--- src/rtl/ppfifo_mem_bank_scheduler.sv ---
// Ping-pong descriptor scheduler for the two-bank PPFIFO-to-memory writer:
// assigns descriptors to banks alternately, tracks completion and raises interrupts.
module ppfifo_mem_bank_scheduler #(
  parameter int ADDR_WIDTH = 32,
  parameter int SIZE_WIDTH = 32
) (
  input  logic                  clk,
  input  logic                  rst,
  input  logic                  i_run,
  input  logic                  i_abort,
  input  logic                  i_desc_stb,
  input  logic [ADDR_WIDTH-1:0] i_desc_base,
  input  logic [SIZE_WIDTH-1:0] i_desc_size,
  output logic                  o_desc_rdy,
  output logic                  o_desc_err,
  output logic                  o_enable,
  output logic [ADDR_WIDTH-1:0] o_memory_0_base,
  output logic [ADDR_WIDTH-1:0] o_memory_1_base,
  output logic [SIZE_WIDTH-1:0] o_memory_0_size,
  output logic [SIZE_WIDTH-1:0] o_memory_1_size,
  output logic                  o_memory_0_new_data,
  output logic                  o_memory_1_new_data,
  input  logic [SIZE_WIDTH-1:0] i_memory_0_count,
  input  logic [SIZE_WIDTH-1:0] i_memory_1_count,
  output logic                  o_done_stb,
  output logic                  o_done_bank,
  output logic [31:0]           o_done_count,
  output logic                  o_int,
  input  logic                  i_int_clear
);

  localparam logic [2:0] ST_IDLE   = 3'd0;
  localparam logic [2:0] ST_ARM    = 3'd1;
  localparam logic [2:0] ST_SETTLE = 3'd2;
  localparam logic [2:0] ST_ACTIVE = 3'd3;
  localparam logic [2:0] ST_DONE   = 3'd4;

  logic [2:0]            state_r [2];
  logic [ADDR_WIDTH-1:0] base_r  [2];
  logic [SIZE_WIDTH-1:0] size_r  [2];
  logic [SIZE_WIDTH-1:0] count_s [2];
  logic [1:0]            new_data_r;
  logic                  next_bank_r;
  logic                  desc_err_r;
  logic                  enable_r;
  logic                  done_stb_r;
  logic                  done_bank_r;
  logic [31:0]           done_count_r;
  logic                  int_r;

  logic       rdy_s;
  logic       zero_s;
  logic       accept_s;
  logic [1:0] load_s;
  logic [1:0] rep_s;
  logic [1:0] cand_s;
  logic [1:0] grant_s;
  logic [1:0] live_s;

  assign count_s[0] = i_memory_0_count;
  assign count_s[1] = i_memory_1_count;

  // Accept, report-arbitration and enable qualifiers for the current cycle
  always_comb begin
    // Gating with rst keeps the ready low while reset is held
    rdy_s    = rst && !i_abort && (state_r[next_bank_r] == ST_IDLE);
    zero_s   = (i_desc_size == {SIZE_WIDTH{1'b0}});
    accept_s = i_desc_stb && rdy_s && !zero_s;
    load_s   = {accept_s && next_bank_r, accept_s && !next_bank_r};
    rep_s    = {done_stb_r && done_bank_r, done_stb_r && !done_bank_r};
    cand_s   = 2'b00;
    live_s   = 2'b00;
    for (int b = 0; b < 2; b++) begin
      live_s[b] = (state_r[b] == ST_SETTLE) || (state_r[b] == ST_ACTIVE);
      // A bank is a report candidate when it finishes now or is still waiting in DONE
      cand_s[b] = !i_abort &&
                  (((state_r[b] == ST_ACTIVE) && (count_s[b] == {SIZE_WIDTH{1'b0}})) ||
                   ((state_r[b] == ST_DONE) && !rep_s[b]));
    end
    grant_s = {cand_s[1] && !cand_s[0], cand_s[0]};
  end

  // Per-bank lifecycle: load, settle, wait for drain, wait for report
  always_ff @(posedge clk or negedge rst) begin
    if (!rst) begin
      for (int b = 0; b < 2; b++) begin
        state_r[b]    <= ST_IDLE;
        base_r[b]     <= {ADDR_WIDTH{1'b0}};
        size_r[b]     <= {SIZE_WIDTH{1'b0}};
        new_data_r[b] <= 1'b0;
      end
    end else begin
      for (int b = 0; b < 2; b++) begin
        if (i_abort) begin
          if (state_r[b] != ST_IDLE) begin
            state_r[b]    <= ST_IDLE;
            size_r[b]     <= {SIZE_WIDTH{1'b0}};
            new_data_r[b] <= 1'b1;
          end else begin
            new_data_r[b] <= 1'b0;
          end
        end else begin
          new_data_r[b] <= load_s[b];
          case (state_r[b])
            ST_IDLE: begin
              if (load_s[b]) begin
                state_r[b] <= ST_ARM;
                base_r[b]  <= i_desc_base;
                size_r[b]  <= i_desc_size;
              end else begin
                state_r[b] <= ST_IDLE;
              end
            end
            ST_ARM:    state_r[b] <= ST_SETTLE;
            ST_SETTLE: state_r[b] <= ST_ACTIVE;
            ST_ACTIVE: begin
              if (count_s[b] == {SIZE_WIDTH{1'b0}}) begin
                state_r[b] <= ST_DONE;
              end else begin
                state_r[b] <= ST_ACTIVE;
              end
            end
            ST_DONE: begin
              if (rep_s[b]) begin
                state_r[b] <= ST_IDLE;
                size_r[b]  <= {SIZE_WIDTH{1'b0}};
              end else begin
                state_r[b] <= ST_DONE;
              end
            end
            default: begin
              state_r[b] <= ST_IDLE;
              size_r[b]  <= {SIZE_WIDTH{1'b0}};
            end
          endcase
        end
      end
    end
  end

  // Ping-pong pointer, descriptor error, datapath enable
  always_ff @(posedge clk or negedge rst) begin
    if (!rst) begin
      next_bank_r <= 1'b0;
      desc_err_r  <= 1'b0;
      enable_r    <= 1'b0;
    end else begin
      if (i_abort) begin
        next_bank_r <= 1'b0;
      end else if (accept_s) begin
        next_bank_r <= !next_bank_r;
      end else begin
        next_bank_r <= next_bank_r;
      end
      desc_err_r <= i_desc_stb && rdy_s && zero_s;
      enable_r   <= i_run && !i_abort && (|live_s);
    end
  end

  // Completion report, wrapping counter and sticky interrupt (set beats clear)
  always_ff @(posedge clk or negedge rst) begin
    if (!rst) begin
      done_stb_r   <= 1'b0;
      done_bank_r  <= 1'b0;
      done_count_r <= 32'd0;
      int_r        <= 1'b0;
    end else begin
      done_stb_r <= |grant_s;
      if (|grant_s) begin
        done_bank_r  <= grant_s[1];
        done_count_r <= done_count_r + 32'd1;
        int_r        <= 1'b1;
      end else if (i_int_clear) begin
        int_r <= 1'b0;
      end else begin
        int_r <= int_r;
      end
    end
  end

  assign o_desc_rdy          = rdy_s;
  assign o_desc_err          = desc_err_r;
  assign o_enable            = enable_r;
  assign o_memory_0_base     = base_r[0];
  assign o_memory_1_base     = base_r[1];
  assign o_memory_0_size     = size_r[0];
  assign o_memory_1_size     = size_r[1];
  assign o_memory_0_new_data = new_data_r[0];
  assign o_memory_1_new_data = new_data_r[1];
  assign o_done_stb          = done_stb_r;
  assign o_done_bank         = done_bank_r;
  assign o_done_count        = done_count_r;
  assign o_int               = int_r;

endmodule

--- config.mk ---
export PLATFORM = sky130hd
export DESIGN_NAME = ppfifo_mem_bank_scheduler
export DESIGN_NICKNAME = d
export VERILOG_FILES = /design/src/rtl/ppfifo_mem_bank_scheduler.sv
export SDC_FILE = /design/constraint.sdc
export NUM_CORES = 1
export LEC_CHECK = 0
export ABC_AREA = 1
export CAP_MARGIN = 10
export CORE_MARGIN = 3
export CORE_UTILIZATION = 50
export DETAILED_ROUTE_END_ITERATION = 8
export DONT_BUFFER_PORTS = 1
export GPL_ROUTABILITY_DRIVEN = 1
export PLACE_DENSITY = 0.68
export RECOVER_POWER = 100
export SLEW_MARGIN = 10
export SYNTH_ARGS = -nofsm -noshare
export SYNTH_HDL_FRONTEND = slang
export SYNTH_SLANG_ARGS = --single-unit
--- constraint.sdc ---
create_clock -name clk -period 1.5 [get_ports clk]
set_input_delay 0.15 -clock clk [delete_from_list [all_inputs] [get_ports clk]]
set_output_delay 0.15 -clock clk [all_outputs]
set_load 0.03 [all_outputs]
==> flow_metrics.env, run 1 <==
export IMPL_clkPwrFrac=0.288
export IMPL_path_buf_inv=1
export IMPL_final_setup_viol_count=166
export IMPL_peakVddDrop_v=0.00106
export IMPL_grt_use_total=0.261
export IMPL_grt_pass1_vias=7514
export IMPL_grt_max_degree=176
export IMPL_slowest_stage="dfrtp_1"
export IMPL_yosys_area_top_type="dfrtp_1"
export IMPL_num_vias=8389
export IMPL_firstDrtPassIters=5
export IMPL_seq_area_sq_um=4370
export IMPL_die_w_um=136
export IMPL_worst_pin_slew_ns=0.514
export IMPL_cts_sinks=174
export IMPL_syn_nets=1256
export IMPL_yosysTopAreaCellShare=0.512
export IMPL_cts_tree="built"
export IMPL_synth_warnings=0
export IMPL_syn_cell_area_sq_um=8510
export IMPL_syn_area_per_cell_sq_um=7.59
export IMPL_fill_cells=1212
export IMPL_viasPerCell=5.59
export IMPL_num_rows=47
export IMPL_final_common_cell="nand2_1"
export IMPL_dp_slack_ns=-0.179
export IMPL_final_cells=1502
export IMPL_hold_path_class="primary input to asynchronous set/reset pin"
export IMPL_synth_cell_types=29
export IMPL_port_buffers=0
export IMPL_area_growth_pct=41.5
export IMPL_setup_ws_ns=-0.248
export IMPL_seqPwrFrac=0.562
export IMPL_fp_dieH_um=136
export IMPL_multi_input_area_sq_um=4520
export IMPL_fin_util=0.724
export IMPL_violations="negative hold slack, negative setup slack"
export IMPL_timing_final_crit_share=1.17
export IMPL_cp_required_ns=1.86
export IMPL_design_core_area_sq_um=16600
export IMPL_crit_type="register to register"
export IMPL_antenna_found_initial=0
export IMPL_combPwrFrac=0.150
export IMPL_cts_path_max_buffers=2
export IMPL_nets=1404
export IMPL_final_cell_mix="nand2_1 (330), dfrtp_1 (165), nand2_2 (110), nor2_1 (90), nand3_1 (80)"
export IMPL_skew_ns=0.0174
export IMPL_htree_levels=4
export IMPL_numCtsBuffers=17
export IMPL_clkSlewWorstSetupHoldPaths_ns=0.07
export IMPL_status="finished with violations"
export IMPL_syn_inst=1121
export IMPL_path_cells="nor2_2 -> nand2_2 -> nand2_2 -> nand3_4 -> nor2_4 -> nand3_4 -> nand2_8 -> buf_12 -> nand3_1 -> nand2_1"
export IMPL_grt_overflow=0
export IMPL_synth_seq_cells=174
export IMPL_cts_hold_buffers=35
export IMPL_dp_hpwl_um=17000
export IMPL_hold_viol=240
export IMPL_wirelength_um=28800
export IMPL_timing_slew_headroom=0.657
export IMPL_dp_cells=1405
export IMPL_die_area_sq_um=18600
export IMPL_timing_hold_ws_ns=-0.578
export IMPL_p_sw_frac=0.420
export IMPL_place_congestion=0.861
export IMPL_yosysSeqAreaShare=0.512
export IMPL_grt_pass1_wl_um=38200
export IMPL_diodes=0
export IMPL_io_pins=302
export IMPL_drc_errors=0
export IMPL_rsz0062_at_grt="true"
export IMPL_drive_above_1_share=0.306
export IMPL_power_density_nw_per_um2=1290
export IMPL_tns_ns=-25.08
export IMPL_startpoint_type="register"
export IMPL_leakagePower_nw=6.17
export IMPL_start_util=0.511
export IMPL_cts_root_buf="clkbuf_16"
export IMPL_fmax_mhz=572
export IMPL_final_max_slew_viol_count=0
export IMPL_switchingPower_mw=6.54
export IMPL_worst_setup_path_end_kind="register"
export IMPL_path_max_fanout=8
export IMPL_clock_latency_ns=0.44
export IMPL_slowest_delay_ns=0.39
export IMPL_wl_per_cell_um=19.2
export IMPL_fin_crit_ns=1.75
export IMPL_max_cap_viol_count=0
export IMPL_drt_iter0_drc=563
export IMPL_p_int_mw=9.03
export IMPL_cp_top_family="simple AND/OR/NAND/NOR gates"
export IMPL_cp_data_arrival_time_ns=2.11
export IMPL_synth_top_cells_by_area="dfrtp_1 (51%), nand2_1 (21%), nand3_1 (5.9%)"
export IMPL_ant_nets=0
-- kinds of logic (layout without fill, tap and decap cells) --
family,count (synthesis),count (layout),share of synthesized area
AO/OA/AOI/OAI,16,16,0.0101
flip-flops,174,174,0.512
XOR/XNOR,28,28,0.0288
adder cells (fa/ha/maj),1,1,0.00147
buffers and inverters,123,281,0.0638
AND/OR/NAND/NOR,779,782,0.384
-- final cells by class --
class | count | area share
Tap cell | 220 | 0.0229
Inverter | 70 | 0.0242
Clock inverter | 14 | 0.0136
Sequential cell | 174 | 0.362
Clock buffer | 18 | 0.0365
Multi-Input combinational cell | 827 | 0.375
Timing Repair Buffer | 179 | 0.165
-- power by group through the flow --
stage	Sequential [mW]	Combinational, mW	Clock [mW]
2_1_floorplan	8.40	1.23	0
3_3_place_gp	8.70	1.45	0
3_5_place_dp	8.70	1.55	0
4_1_cts	8.64	1.77	4.57
5_1_grt	8.86	2.58	4.78
6_report	8.75	2.33	4.49
-- routing by layer --
layer | up-vias | global-route usage | routed length, um
met1 | 4046 | 0.344 | 11200
met4 | 0 | 0.0778 | 858
li1 | 3832 | - | -
met2 | 438 | 0.422 | 14000
met3 | 73 | 0.0714 | 2710
met5 | - | 0 | 0
-- timing repair --
action / in CTS / in global routing
hold endpoints to repair: 310 / 243
setup buffers: 2 / 2
setup endpoints to repair: 166 / 171
cloned: 3 / 23
pin swaps: 6 / 58
gates resized for setup: 42 / 232
-- sequential cells by signal, indices dropped and copies added, names as in the netlist --
register / cells
o_memory_0_size: 32
o_done_bank: 1
new_data_r: 2
o_enable: 1
next_bank_r: 1
state_r: 6
o_done_stb: 1
o_int: 1
o_memory_1_base: 32
o_desc_err: 1
o_done_count: 32
o_memory_0_base: 32
o_memory_1_size: 32
-- synthesized netlist by cell type --
cell type / instances
inv_2: 4
nand4_1: 9
inv_1: 66
buf_2: 11
nand2_1: 480
buf_6: 6
nand3_4: 2
nand3_2: 1
o21ai_1: 2
clkbuf_1: 30
xnor2_1: 12
nand3b_1: 2
nor3_2: 1
a21oi_1: 7
ha_1: 1
nor3_1: 81
nor2_1: 94
nand2_2: 2
o22ai_1: 1
o211ai_1: 1
nand2_4: 4
nor2_2: 2
buf_4: 6
dfrtp_1: 174
xor2_1: 16
nand3_1: 100
o21ai_0: 3
a31oi_1: 2
nor2_4: 1
-- per-stage QoR --
step / total power, mW / instance area, sq um
2_1_floorplan: 9.63 / 8570
3_3_place_gp: 10.2 / 9580
3_5_place_dp: 10.3 / 9580
4_1_cts: 15.0 / 10800
5_1_grt: 16.2 / 12000
6_report: 15.6 / 12000
-- final timing paths --
check / from / to / slack, ns / cells after the start
min: rst / o_memory_1_size[22]$_DFFE_PN0P_ / -0.58 / 0
max in group asynchronous: rst / o_done_count[13]$_DFFE_PN0P_ / 1.71 / 0
max reg2reg: state_r[0]$_DFFE_PN0P_ / o_memory_0_size[21]$_DFFE_PN0P_ / -0.25 / 10
min reg2reg: o_done_count[13]$_DFFE_PN0P_ / o_done_count[13]$_DFFE_PN0P_ / 0.58 / 2
max: state_r[0]$_DFFE_PN0P_ / o_memory_0_size[21]$_DFFE_PN0P_ / -0.25 / 10
min in group clk: i_abort / state_r[3]$_DFFE_PN0P_ / -0.18 / 1
(Power assumes the default switching activity.)
==> run 2: changes to the inputs <==
Settings changed: CORE_UTILIZATION 50 to 40, PLACE_DENSITY 0.68 to unset.
==> run 2 against run 1 <==
Against the previous run: the run still ends with negative hold slack, negative setup slack left; sequential share of layout area down 0.33 points; fmax up 1.7%; combinational power down 6%; total power down 0.96%; routed wire length down 2.0%; via count down 2.4%.
==> flow_metrics.env, run 2 (same netlist as run 1, synthesis figures left out) <==
export IMPL_violations="negative hold slack, negative setup slack"
export IMPL_setup_ws_ns=-0.219
export IMPL_numCtsBuffers=17
export IMPL_grt_pass1_wl_um=42400
export IMPL_rsz0062_at_grt="true"
export IMPL_crit_type="register to register"
export IMPL_ant_nets=0
export IMPL_worst_setup_path_end_kind="register"
export IMPL_multi_input_area_sq_um=4520
export IMPL_drt_iter0_drc=493
export IMPL_fill_cells=1804
export IMPL_clkSlewWorstSetupHoldPaths_ns=0.08
export IMPL_final_cells=1561
export IMPL_timing_hold_ws_ns=-0.586
export IMPL_skew_ns=0.0173
export IMPL_max_cap_viol_count=0
export IMPL_grtUsageMet3=0.0660
export IMPL_grt_max_degree=176
export IMPL_wirelength_um=28200
export IMPL_design_core_area_sq_um=20600
export IMPL_fin_area_sq_um=12200
export IMPL_num_vias=8184
export IMPL_timing_slew_headroom=0.693
export IMPL_viasPerCell=5.24
export IMPL_final_cell_mix="nand2_1 (345), dfrtp_1 (166), nand2_2 (105), buf_4 (87), nor2_1 (85)"
export IMPL_timing_final_crit_share=1.15
export IMPL_drc_errors=0
export IMPL_grt_use_met1=0.298
export IMPL_busiest_layer="met2"
export IMPL_dp_hpwl_um=17700
export IMPL_hold_viol=244
export IMPL_dpl_cell_area_sq_um=9690
export IMPL_drive_above_1_share=0.320
export IMPL_cts_path_max_buffers=2
export IMPL_die_area_sq_um=23100
export IMPL_cp_data_arrival_time_ns=2.09
export IMPL_status="finished with violations"
export IMPL_fin_util=0.591
export IMPL_power_density_nw_per_um2=1270
export IMPL_fmax_mhz=582
export IMPL_grt_overflow=0
export IMPL_cts_sinks=174
export IMPL_htree_levels=4
export IMPL_dp_cells=1459
export IMPL_hold_path_class="primary input to asynchronous set/reset pin"
export IMPL_cts_hold_buffers=34
export IMPL_final_setup_viol_count=166
export IMPL_worst_pin_slew_ns=0.460
export IMPL_grt_use_met2=0.362
export IMPL_startpoint_type="register"
export IMPL_num_rows=52
export IMPL_wl_per_cell_um=18.1
export IMPL_path_max_fanout=6
export IMPL_cp_required_ns=1.87
export IMPL_io_pins=302
export IMPL_area_growth_pct=42.8
export IMPL_die_w_um=152
export IMPL_cts_root_buf="clkbuf_16"
export IMPL_peakVddDrop_v=0.000804
export IMPL_cts_tree="built"
export IMPL_leakagePower_nw=6.30
export IMPL_grt_pass1_vias=7703
export IMPL_clock_latency_ns=0.44
export IMPL_diodes=0
export IMPL_final_max_slew_viol_count=0
export IMPL_fp_dieH_um=152
export IMPL_place_congestion=0.883
export IMPL_nets=1413
export IMPL_dp_slack_ns=-0.220
export IMPL_tns_ns=-25.11
export IMPL_firstDrtPassIters=5
export IMPL_final_common_cell="nand2_1"
export IMPL_fin_crit_ns=1.72
export IMPL_antenna_found_initial=0
export IMPL_start_util=0.414
export IMPL_grt_use_total=0.224
export IMPL_port_buffers=0
export IMPL_seq_area_sq_um=4360
-- run 2: cell types whose count changed in the layout (fill, tap and decap cells not counted), moves of 5 or more --
cell	previous run	this run
xor2_1	16	11
nand2_2	110	105
nand2_4	43	33
nor2_1	90	85
buf_4	75	87
nand3_1	80	74
nand3_2	18	24
xor2_2	0	5
nand2_1	330	345
clkbuf_16	34	24
inv_2	5	10
inv_1	62	56
-- run 2: per-layer routing --
layer  share of wire  vias to the layer above
met5               0                        -
met3           0.080                       42
met1            0.41                     3978
met2            0.49                      331
met4           0.017                        0
li1                -                     3833
-- run 2: power by group --
part / internal, mW / total, mW / switching, mW
Clock: 2.30 / 4.52 / 2.22
Combinational: 1.01 / 2.19 / 1.19
Sequential: 5.68 / 8.71 / 3.03
-- run 2: worst paths after layout --
check | cells past startpoint | from | slack [ns] | end
min reg2reg | 2 | o_done_count[22]$_DFFE_PN0P_ | 0.63 | o_done_count[22]$_DFFE_PN0P_
max reg2reg | 11 | state_r[1]$_DFFE_PN0P_ | -0.22 | o_memory_0_size[20]$_DFFE_PN0P_
max | 11 | state_r[1]$_DFFE_PN0P_ | -0.22 | o_memory_0_size[20]$_DFFE_PN0P_
min in group clk | 1 | i_abort | -0.16 | state_r[0]$_DFFE_PN0P_
max in group asynchronous | 0 | rst | 1.71 | o_done_count[17]$_DFFE_PN0P_
min | 0 | rst | -0.59 | o_memory_0_size[25]$_DFFE_PN0P_
-- run 2: what timing repair did --
action,4_1_cts,5_1_grt
setup endpoints to repair,166,169
gates cloned,10,8
endpoints found under the hold margin,310,244
pin swaps,26,57
gates resized for setup,101,184
buffers inserted,11,11
-- run 2: worst max-delay path, cell delays in order, from the launching register on --
cell and delay (ns):
dfrtp_1 0.39, nor2_2 0.14, nand2_2 0.06, nand2_1 0.10, nand3_4 0.09, nor2_4 0.18, nand3_4 0.13, nand2_8 0.16
buf_12 0.14, clkbuf_16 0.14, nand3_1 0.07, nand2_1 0.07
-- run 2: final cells by class --
cell class | count | share of cell area
clock inverter | 14 | 0.0141
tap | 270 | 0.0278
sequential | 174 | 0.359
timing repair buffer | 189 | 0.167
multi-input combinational | 826 | 0.372
clock buffer | 18 | 0.0361
inverter | 70 | 0.0239
-- run 2: per-stage QoR --
step	power, mW	hold slack (ns)
2_1_floorplan	9.63	-0.146
3_3_place_gp	10.2	-0.135
3_5_place_dp	10.3	-0.136
4_1_cts	15.2	-0.600
5_1_grt	16.1	-0.611
6_report	15.4	-0.586
==> run 3: changes to the inputs <==
Settings changed: BUFFER_PORTS_ARGS set to -buffer_cell sky130_fd_sc_hd__buf_4, DONT_BUFFER_PORTS 1 to unset, PLACE_DENSITY set to 0.69.
==> run 3 against run 2 <==
Against the previous run: final cell count increased by 19%; the flow finishes with violations (negative setup slack); count of clock-buffer cells in the layout decreased by 1; combinational power increased to 2.7 times the previous value; die area unchanged; setup slack got worse by 0.087 ns; fmax decreased by 4.8%; core utilization increased by 12 points; sequential power decreased by 25%; via count increased by 18%; design area increased by 20%; global-route usage increased by 4.7 points; hold slack improved by 0.66 ns.
==> flow_metrics.env, run 3 (same netlist as run 1, synthesis figures left out) <==
export IMPL_die_area_sq_um=23100
export IMPL_crit_top_cell="nand2_2"
export IMPL_die_w_um=152
export IMPL_numCtsBuffers=17
export IMPL_fmax_mhz=554
export IMPL_area_growth_pct=71.8
export IMPL_violations="negative setup slack"
export IMPL_nets=1713
export IMPL_firstDrtPassIters=7
export IMPL_grt_use_total=0.271
export IMPL_drt_iter0_drc=503
export IMPL_leakagePower_nw=7.45
export IMPL_timing_final_crit_share=1.20
export IMPL_fin_util=0.711
export IMPL_grt_pass1_vias=9527
export IMPL_path_cells="nor2_2 -> nand2_2 -> nand2_2 -> nand3_4 -> nor2_4 -> nand3_4 -> buf_12 -> buf_16 -> clkinv_16 -> nand2_2 -> nand2_1"
export IMPL_dp_slack_ns=-0.318
export IMPL_slowest_stage="dfrtp_1"
export IMPL_final_max_slew_viol_count=0
export IMPL_design_core_area_sq_um=20600
export IMPL_cp_required_ns=1.86
export IMPL_slowest_delay_ns=0.40
export IMPL_viasPerCell=5.21
export IMPL_num_rows=52
export IMPL_ant_nets=0
export IMPL_fin_crit_ns=1.81
export IMPL_cts_sinks=174
export IMPL_clkSlewWorstSetupHoldPaths_ns=0.07
export IMPL_cts_root_buf="clkbuf_16"
export IMPL_grtUsageMet3=0.0629
export IMPL_wl_per_cell_um=18.5
export IMPL_rsz0062_at_grt="true"
export IMPL_fill_cells=1641
export IMPL_power_density_nw_per_um2=1170
export IMPL_worst_setup_path_end_kind="register"
export IMPL_final_setup_viol_count=168
export IMPL_max_cap_viol_count=0
export IMPL_place_congestion=0.877
export IMPL_worst_pin_slew_ns=0.602
export IMPL_htree_levels=4
export IMPL_num_vias=9697
export IMPL_hold_path_class="primary input to register"
export IMPL_startpoint_type="register"
export IMPL_seq_area_sq_um=4360
export IMPL_port_buffers=301
export IMPL_grt_overflow=0
export IMPL_dpl_cell_area_sq_um=11800
export IMPL_wirelength_um=34500
export IMPL_hold_viol=0
export IMPL_antenna_found_initial=0
export IMPL_clock_latency_ns=0.43
export IMPL_peakVddDrop_v=0.000957
export IMPL_crit_type="register to register"
export IMPL_busiest_layer="met2"
export IMPL_grt_pass1_wl_um=51000
export IMPL_fp_dieH_um=152
export IMPL_cts_path_max_buffers=2
export IMPL_io_pins=302
export IMPL_cp_data_arrival_time_ns=2.17
export IMPL_skew_ns=0.0168
export IMPL_status="finished with violations"
export IMPL_timing_slew_headroom=0.599
export IMPL_final_common_cell="nand2_1"
export IMPL_dp_hpwl_um=20100
export IMPL_start_util=0.414
export IMPL_path_max_fanout=8
export IMPL_grt_max_degree=110
export IMPL_grt_use_met2=0.450
export IMPL_diodes=0
export IMPL_drive_above_1_share=0.413
export IMPL_multi_input_area_sq_um=4900
export IMPL_final_cell_mix="nand2_1 (291), buf_4 (246), dfrtp_1 (167), clkbuf_1 (136), nand2_2 (130)"
export IMPL_grt_use_met1=0.348
export IMPL_setup_ws_ns=-0.306
export IMPL_drc_errors=0
export IMPL_cts_tree="built"
export IMPL_fin_area_sq_um=14600
[run 3: cell count changes in the layout (fill, tap and decap cells not counted), sizes merged]
cell | before | now
buf | 127 | 302
clkbuf | 46 | 164
inv | 74 | 83
clkinv | 8 | 4
bufinv | 0 | 2
nand2 | 488 | 486
dlygate4sd3 | 34 | 35
[run 3: path summary, 6_finish.rpt]
check / slack (ns) / cells past startpoint / from / to
worst min-delay path: 0.08 / 3 / i_desc_stb / o_desc_err$_DFF_PN0_
worst min register to register: 0.47 / 2 / o_memory_1_size[3]$_DFFE_PN0P_ / o_memory_1_size[3]$_DFFE_PN0P_
worst max register to register: -0.31 / 11 / state_r[4]$_DFFE_PN0P_ / o_memory_0_base[10]$_DFFE_PN0P_
min in group asynchronous: 0.50 / 3 / rst / o_memory_1_size[24]$_DFFE_PN0P_
max in group asynchronous: 0.07 / 4 / rst / o_memory_1_base[10]$_DFFE_PN0P_
worst max-delay path: -0.31 / 11 / state_r[4]$_DFFE_PN0P_ / o_memory_0_base[10]$_DFFE_PN0P_
[run 3: per-stage QoR]
step                      TNS, ns  hold WS [ns]  total power [mW]  cells
after floorplan             -8.28        -0.146              9.63   1121
final                      -36.07        0.0765              17.1   1860
after CTS                  -21.84        0.0370              17.3   1848
after global routing       -56.43        0.0826              17.9   1860
after global placement     -25.93         0.196              12.3   1742
after detailed placement   -32.74         0.194              12.4   1742
[run 3: power by group]
part	switching [mW]	leakage (nW)	internal (mW)
registers	0.798	2.30	5.72
logic	4.16	4.87	1.80
clock network	2.10	0.287	2.51
total	7.06	7.45	10.0
[run 3: critical path, delay by kind of cell (launching register included)]
family / cells / cell delay (ns)
buf+inv: 3 / 0.46
simple gates: 8 / 0.87
flops: 1 / 0.40
[run 3: cell type report]
class | instances | share of cell area
multi-input cells | 824 | 0.335
inverters | 70 | 0.0212
clock inverters | 14 | 0.0114
clock buffers | 17 | 0.0291
repair inverters | 7 | 0.00941
flip-flops and latches | 174 | 0.298
well taps | 270 | 0.0231
repair buffers | 484 | 0.272
[run 3: what timing repair did]
item                                    in CTS  in global routing
endpoints found under the hold margin      131                  0
cloned                                      21                  7
gates resized for setup                    168                271
setup buffers                               20                 12
pin swaps                                   55                109
endpoints found under the setup margin     163                171
hold buffers                                35                  0
[run 3: metal layers]
layer | vias to the layer above | share of wire
met5 | - | 0
met4 | 0 | 0.030
met3 | 99 | 0.069
met2 | 460 | 0.51
met1 | 4694 | 0.39
li1 | 4444 | -
